## src/rtl/mem_dump_unit.sv

```systemverilog
// ============================================================================
// mem_dump_unit: reads a word range from a sync-read memory and streams it
// out MSB-first as bytes. Optional CHECKSUM_EN appends a 4-byte XOR trailer.
// Revision: 1.0
// ============================================================================
`default_nettype none
`timescale 1ns/1ps

module mem_dump_unit #(
    parameter int ADDR_WIDTH = 10
) (
    input  logic                  clk,
    input  logic                  rst_n,
    input  logic                  start,
    input  logic [ADDR_WIDTH-1:0] base_addr,
    input  logic [ADDR_WIDTH:0]   word_count,
    output logic                  busy,
    output logic                  done,
    output logic                  mem_rd_en,
    output logic [ADDR_WIDTH-1:0] mem_addr,
    input  logic [31:0]           mem_rdata,
    output logic [7:0]            out_byte,
    output logic                  out_valid,
    input  logic                  out_ready
);

    typedef enum logic [2:0] {
        S_IDLE,
        S_READ,
        S_WAIT,
        S_SEND,
        S_FIN
`ifdef CHECKSUM_EN
        , S_CSUM
`endif
    } state_t;

    state_t                r_state;
    logic [ADDR_WIDTH-1:0] r_addr;
    logic [ADDR_WIDTH:0]   r_remain;
    logic [1:0]            r_idx;
    logic [31:0]           r_shift;
    logic                  r_busy;
    logic                  r_done;
    logic                  r_rd_en;
    logic [ADDR_WIDTH-1:0] r_mem_addr;
    logic [7:0]            r_out_byte;
    logic                  r_out_valid;
`ifdef CHECKSUM_EN
    logic [31:0]           r_csum;
`endif

    logic                  w_hs;
    logic [ADDR_WIDTH:0]   w_remain_nxt;
    logic [ADDR_WIDTH-1:0] w_addr_nxt;

    assign w_hs         = r_out_valid & out_ready;
    assign w_remain_nxt = r_remain - 1'b1;
    assign w_addr_nxt   = r_addr + 1'b1;

    always_ff @(posedge clk or negedge rst_n) begin
        if (!rst_n) begin
            r_state     <= S_IDLE;
            r_addr      <= '0;
            r_remain    <= '0;
            r_idx       <= '0;
            r_shift     <= '0;
            r_busy      <= 1'b0;
            r_done      <= 1'b0;
            r_rd_en     <= 1'b0;
            r_mem_addr  <= '0;
            r_out_byte  <= '0;
            r_out_valid <= 1'b0;
`ifdef CHECKSUM_EN
            r_csum      <= '0;
`endif
        end else begin
            r_done <= 1'b0;
            case (r_state)
                S_IDLE: begin
                    if (start) begin
                        r_addr   <= base_addr;
                        r_remain <= word_count;
                        r_idx    <= '0;
`ifdef CHECKSUM_EN
                        r_csum   <= '0;
`endif
                        if (word_count != '0) begin
                            r_state    <= S_READ;
                            r_busy     <= 1'b1;
                            r_rd_en    <= 1'b1;
                            r_mem_addr <= base_addr;
                        end else begin
`ifdef CHECKSUM_EN
                            // Empty range still emits an all-zero trailer.
                            r_state     <= S_CSUM;
                            r_busy      <= 1'b1;
                            r_shift     <= '0;
                            r_out_byte  <= '0;
                            r_out_valid <= 1'b1;
`else
                            r_state <= S_FIN;
                            r_done  <= 1'b1;
`endif
                        end
                    end
                end
                S_READ: begin
                    r_rd_en <= 1'b0;
                    r_state <= S_WAIT;
                end
                S_WAIT: begin
                    r_shift     <= mem_rdata;
`ifdef CHECKSUM_EN
                    r_csum      <= r_csum ^ mem_rdata;
`endif
                    r_out_byte  <= mem_rdata[31:24];
                    r_out_valid <= 1'b1;
                    r_idx       <= '0;
                    r_state     <= S_SEND;
                end
                S_SEND: begin
                    if (w_hs) begin
                        r_shift <= {r_shift[23:0], 8'h00};
                        r_idx   <= r_idx + 1'b1;
                        if (r_idx == 2'd3) begin
                            r_out_valid <= 1'b0;
                            r_remain    <= w_remain_nxt;
                            r_addr      <= w_addr_nxt;
                            if (w_remain_nxt != '0) begin
                                r_state    <= S_READ;
                                r_rd_en    <= 1'b1;
                                r_mem_addr <= w_addr_nxt;
                            end else begin
`ifdef CHECKSUM_EN
                                r_state     <= S_CSUM;
                                r_shift     <= r_csum;
                                r_out_byte  <= r_csum[31:24];
                                r_out_valid <= 1'b1;
`else
                                r_state <= S_FIN;
                                r_busy  <= 1'b0;
                                r_done  <= 1'b1;
`endif
                            end
                        end else begin
                            r_out_byte <= r_shift[23:16];
                        end
                    end
                end
`ifdef CHECKSUM_EN
                S_CSUM: begin
                    if (w_hs) begin
                        r_shift <= {r_shift[23:0], 8'h00};
                        r_idx   <= r_idx + 1'b1;
                        if (r_idx == 2'd3) begin
                            r_out_valid <= 1'b0;
                            r_state     <= S_FIN;
                            r_busy      <= 1'b0;
                            r_done      <= 1'b1;
                        end else begin
                            r_out_byte <= r_shift[23:16];
                        end
                    end
                end
`endif
                S_FIN: begin
                    r_state <= S_IDLE;
                end
                default: begin
                    r_state <= S_IDLE;
                end
            endcase
        end
    end

    assign busy      = r_busy;
    assign done      = r_done;
    assign mem_rd_en = r_rd_en;
    assign mem_addr  = r_mem_addr;
    assign out_byte  = r_out_byte;
    assign out_valid = r_out_valid;

endmodule

`default_nettype wire

```

## config.mk

```make
export PLATFORM = sky130hd
export DESIGN_NAME = mem_dump_unit
export DESIGN_NICKNAME = d
export VERILOG_FILES = /design/src/rtl/mem_dump_unit.sv
export SDC_FILE = /design/constraint.sdc
export NUM_CORES = 1
export LEC_CHECK = 0
export CORE_MARGIN = 2
export CORE_UTILIZATION = 53
export CTS_BUF_LIST = sky130_fd_sc_hd__clkbuf_2
export DETAILED_ROUTE_END_ITERATION = 8
export PLACE_DENSITY = 0.86
export SETUP_SLACK_MARGIN = 0.2
export SLEW_MARGIN = 20
export SYNTH_ARGS = -nofsm -noshare
export SYNTH_HDL_FRONTEND = slang
export SYNTH_SLANG_ARGS = --single-unit
```

## constraint.sdc

```tcl
create_clock -name clk -period 2.9 [get_ports clk]
set_clock_uncertainty 0.1 [all_clocks]
set_input_delay 0.58 -clock clk [delete_from_list [all_inputs] [get_ports clk]]
set_output_delay 0.58 -clock clk [all_outputs]
set_load 0.05 [all_outputs]
```

==> results.toml, run 1 <==
[job]
drv_cap = 0

[global_route]
overflow = 0
grt_usage_pct = 23.8
grt_pass1_wl_mm = 14.5
grt_max_degree = 42
grt_pass1_vias = 3244
antenna_found_initial = 0

[detailed_routing]
vias = 3323
first_pass_iters = 4
drt_iter0_markers = 179
antenna_left = 0
routed_wl_mm = 8.93
drc = 0
via_per_inst = 5.74
wl_per_cell_um = 15.4

[worst_setup_path]
end_kind = "flip-flop"
critPathRequiredTime_ns = 3.24
cp.arrival_ns = 2.95
r2r_slack_ns = 0.29
crit_type = "flip-flop to flip-flop"
worstRegToRegCells = 7
critical_path.startpoint_type = "flip-flop"
crit_fanout = 8

[clocking]
cts-htree-levels = 3
insertion_delay_ns = 0.54
cts_tree = "done"
cts-root-buf = "clkbuf_2"
cts_inserted_buffers = 9
clock_sinks = 72
cts_buffer_depth = 2
cts.clk_slew.worst_paths_ns = 0.20

[timing]
drv_slew = 0
min_period_over_period_pct = 89.9
slew_headroom_pct = 54.7
final-hold-violation-count = 0
setup_viol = 0
setup_tns_ns = 0
worst_slack_ns = 0.294
worst_pin_slew_ns = 0.679
rsz0062_at_grt = "no"
fmaxAchievable_ghz = 0.384
post-route-min-period_ns = 2.61

[floorplanning]
num_rows = 30
io_pins = 79
start_util_pct = 55.4
die_x_um = 88.7
die_h_um = 88.7
dieArea_um2 = 7870
fp.coreArea_um2 = 6870

[final_layout]
layout_common_cells = "clkdlybuf4s50_1 (77), dfrtp_1 (71), nand2_1 (57)"
postLayoutCellArea_um2 = 4870
final_common_cell = "clkdlybuf4s50_1"
nets = 539
diodes = 0
drive_above_1_share_pct = 11.8
area_growth_pct = 28.0
utilization_pct = 70.9

[placement]
place_area_um2 = 4700
portBuffers = 78
dp_hpwl_mm = 6.28
dp_slack_ns = 0.131
place_congestion = 0.917

[pwr]
p_clk_share_pct = 32.2
p_leak_uw = 0.00198
switching_share_pct = 28.1
combPwrFrac_pct = 12.3
vdd_drop_max_mv = 0.327
power_uw = 1890
p_int_uw = 1360
power_density_nw_per_um2 = 388
power_switching_uw = 531
power_frac_seq_pct = 55.5

[min_path]
hp-class = "flip-flop to flip-flop"
whs_path_depth = 2

[logic_synthesis]
yosysWarnings = 0
synth_edf_count = 0
synth-seq-cells = 72
syn_inst = 399
synth.cell_area_um2 = 3800
ys_types = 55
syn_nets = 460
async_flop_share_pct = 100
ys.flop_type = "dfrtp_1"
syn_avg_cell_area_um2 = 9.53
ys_seq_area_share_pct = 47.4

[run_status]
status = "complete, no violations"
[registers in the layout (all words and copies together), names as in the netlist]
name / flops
busy: 1
done: 1
mem_addr: 10
mem_rd_en: 1
out_byte: 8
out_valid: 1
r_addr: 10
r_idx: 2
r_remain: 11
r_shift: 24
r_state: 3
[kinds of logic after synthesis]
kind of cell / Yosys count / share of synthesized area, %
XOR/XNOR: 10 / 2.30
flip-flops: 72 / 47.4
buffers and inverters: 32 / 3.55
AO/OA/AOI/OAI: 113 / 19.3
multiplexers: 30 / 8.32
AND/OR/NAND/NOR: 138 / 17.8
adder cells (fa/ha/maj): 4 / 1.32
[routing by layer]
layer | GRT usage [%] | up-vias | routed length, um
met5 | 0 | - | 0
met3 | 5.04 | 18 | 656
li1 | - | 1600 | -
met1 | 30.8 | 1571 | 3880
met2 | 39.2 | 134 | 4240
met4 | 8.95 | 0 | 148
[critical path, stage by stage (launching register included)]
cell,delay (ns)
dfrtp_1,0.47
inv_1,0.16
ha_4,0.19
or4b_4,0.51
nor4b_4,0.28
o32a_4,0.24
a41oi_4,0.22
mux2_4,0.37
[power by group through the flow]
| stage | Sequential, uW | Clock, uW | Combinational, uW |
|---|---|---|---|
| after floorplan | 1090 | 0 | 64.1 |
| after global placement | 1060 | 0 | 221 |
| after detailed placement | 1060 | 0 | 226 |
| final | 1050 | 609 | 232 |
| after CTS | 1050 | 618 | 228 |
| after global routing | 1050 | 663 | 251 |
[synth_stat cells (6+ instances only)]
master / instances / share of area [%]
a21oi_1: 27 / 3.6
a22o_1: 8 / 1.8
a31oi_1: 8 / 1.3
and3_1: 7 / 1.2
buf_2: 6 / 0.79
clkbuf_1: 14 / 1.4
dfrtp_1: 72 / 47
inv_1: 8 / 0.79
mux2_2: 13 / 3.8
mux2i_1: 17 / 4.5
nand2_1: 57 / 5.6
nand3_1: 8 / 1.1
nor2_1: 25 / 2.5
nor3_1: 13 / 1.7
o21ai_0: 35 / 4.6
[layout make-up]
type	count	area, um^2
clock buffer	9	45.0
clock inverter	7	78.8
fill	540	2000
inverter	8	30.0
multi-input combinational	295	1900
sequential	72	1800
tap	96	120
timing repair buffer	92	896
[per-stage QoR]
step | std cells | hold WS, ns
finish | 579 | 0.409
global route | 579 | 0.415
CTS | 578 | 0.402
detailed placement | 561 | 0.369
global placement | 561 | 0.361
floorplan | 399 | 0.184
[worst paths after layout]
| kind | startpoint | end |
|---|---|---|
| max in group asynchronous | rst_n | r_remain[0]$_DFFE_PN0P_ |
| worst min-delay path | r_shift[8]$_DFFE_PN0P_ | r_shift[8]$_DFFE_PN0P_ |
| min in group asynchronous | rst_n | r_shift[1]$_DFFE_PN0P_ |
| worst max-delay path | r_remain[1]$_DFFE_PN0P_ | mem_addr[3]$_DFFE_PN0P_ |
| worst min register to register | r_shift[8]$_DFFE_PN0P_ | r_shift[8]$_DFFE_PN0P_ |
| worst max register to register | r_remain[1]$_DFFE_PN0P_ | mem_addr[3]$_DFFE_PN0P_ |
[repair_timing]
action,4_1_cts,5_1_grt
buffers inserted,0,1
hold buffers,1,0
setup endpoints to repair,0,8
gates resized for setup,0,6
hold endpoints to repair,72,0
Note: power is estimated with default switching activity, not from simulation.
==> inputs of run 2 (changes only) <==
CORE_UTILIZATION = 48   (was 53)
PLACE_DENSITY = 0.83   (was 0.86)
clock period = 2.35 ns   (was 2.9 ns; I/O delays follow)
==> run 2 against run 1 <==
The run now ends with setup timing left. Combinational power increased by 36%. Total power grew 24%. Sequential share of layout area down 2.1 points. Critical endpoint is now mem_addr[4]$_DFFE_PN0P_. Non-clock buffer count increased by 23. Final cell count rose by 5.0%. Highest routed layer unchanged. Via count increased by 3.0%. Clock power grew 22%. Global-route usage shrank 1.2 points.
==> results.toml, run 2 (synthesis gave the netlist of run 1 again) <==
[worst_setup_path]
crit_fanout = 8
critPathRequiredTime_ns = 2.68
crit_type = "flip-flop to flip-flop"
end_kind = "flip-flop"
critical_path.startpoint_type = "flip-flop"
cp.arrival_ns = 2.70
r2r_slack_ns = -0.03

[global_route]
antenna_found_initial = 0
grt_max_degree = 73
grt_pass1_vias = 3457
grt_pass1_wl_mm = 15.6
grt_usage_pct = 22.6
overflow = 0

[floorplanning]
num_rows = 32
start_util_pct = 49.5
dieArea_um2 = 8650
fp.coreArea_um2 = 7690
io_pins = 79
die_x_um = 93.0
die_h_um = 93.0

[final_layout]
fin_cells = 608
diodes = 0
utilization_pct = 67.1
nets = 562
largest_register_ffs = 24
drive_above_1_share_pct = 18.6
final_common_cell = "dfrtp_1"
area_growth_pct = 35.6
top_register = "r_shift"
layout_common_cells = "dfrtp_1 (71), nand2_1 (57), clkdlybuf4s50_1 (55)"
n_fill_cell = 626
top_regs = "r_shift (24), r_remain (11)"

[timing]
fmaxAchievable_ghz = 0.421
setup_viol = 9
rsz0062_at_grt = "yes"
final-hold-violation-count = 0
worst_slack_ns = -0.0255
min_period_over_period_pct = 101
slew_headroom_pct = 36.0
post-route-min-period_ns = 2.38
drv_slew = 0
worst_pin_slew_ns = 0.953
hold_slack_ns = 0.376

[detailed_routing]
drc = 0
first_pass_iters = 7
wl_per_cell_um = 15.8
vias = 3424
via_per_inst = 5.63
routed_wl_mm = 9.59
antenna_left = 0
drt_iter0_markers = 132

[clocking]
cts-root-buf = "clkbuf_2"
insertion_delay_ns = 0.51
cts_buffer_depth = 2
cts-htree-levels = 3
cts.clk_slew.worst_paths_ns = 0.21
cts_inserted_buffers = 9
cts_tree = "done"
clock_sinks = 72

[run_status]
status = "finished with violations"
violations = "setup timing"

[min_path]
hp-class = "primary input to asynchronous set/reset pin"

[pwr]
vdd_drop_max_mv = 0.322
p_leak_uw = 0.00213
power_density_nw_per_um2 = 455

[placement]
portBuffers = 78
dp_hpwl_mm = 6.63
dp_cells = 587
place_congestion = 0.871
dp_slack_ns = -0.227

[job]
drv_cap = 0
## run 2: area by class of cell
class / count / area, um^2 / area share [%]
inverter: 8 / 30.0 / 0.582
clock buffer: 9 / 45.0 / 0.874
tap: 102 / 128 / 2.48
timing repair buffer: 115 / 1090 / 21.1
sequential: 72 / 1800 / 35.0
clock inverter: 7 / 77.6 / 1.50
multi-input combinational: 295 / 1990 / 38.5
## run 2: where the power goes
group	switching (uW)	internal, uW	leakage, uW
logic	148	168	0.00116
clock network	484	257	0.0000733
registers	25.1	1270	0.000897
total	657	1690	0.00213
## run 2: worst paths after layout
| check | startpoint | to | depth (start not counted) |
|---|---|---|---|
| max reg2reg | r_remain[0]$_DFFE_PN0P_ | mem_addr[4]$_DFFE_PN0P_ | 8 |
| max in group asynchronous | rst_n | r_remain[1]$_DFFE_PN0P_ | 3 |
| min reg2reg | r_shift[21]$_DFFE_PN0P_ | r_shift[21]$_DFFE_PN0P_ | 2 |
| max | r_remain[0]$_DFFE_PN0P_ | mem_addr[4]$_DFFE_PN0P_ | 8 |
| min | rst_n | r_state[0]$_DFFE_PN0P_ | 3 |
| min in group clk | mem_rdata[30] | out_byte[6]$_DFFE_PN0P_ | 3 |
## run 2: per-layer routing
layer / wire length (um) / global-route usage, % / share of wire (%)
met5: 0 / 0 / 0
met4: 155 / 8.58 / 1.6
met2: 4950 / 39.3 / 52
met3: 526 / 4.43 / 5.5
met1: 3960 / 27.8 / 41
## run 2: critical path, cell delays in order, from the launching register on
cell and delay [ns]:
dfrtp_1 0.45, inv_2 0.08, ha_4 0.12, or4b_4 0.47
nor4b_4 0.29, o32a_4 0.23, a41oi_4 0.12, buf_12 0.17
mux2_2 0.26
## run 2: timing repair
action                                  4_1_cts  5_1_grt
hold endpoints to repair                     72        0
endpoints found under the setup margin       38       22
pin swaps                                     5        2
gates cloned                                  0        0
resized for setup                            34       10
hold buffers                                  1        0
buffers inserted                              2        2
## run 2: metrics by stage
stage	setup TNS [ns]	total power, uW	instance area [um^2]
floorplan	0	1430	3830
global placement	-1.63	1610	4920
detailed placement	-2.27	1610	4920
CTS	-0.0911	2350	5090
global route	-1.02	2460	5160
finish	-0.171	2350	5160
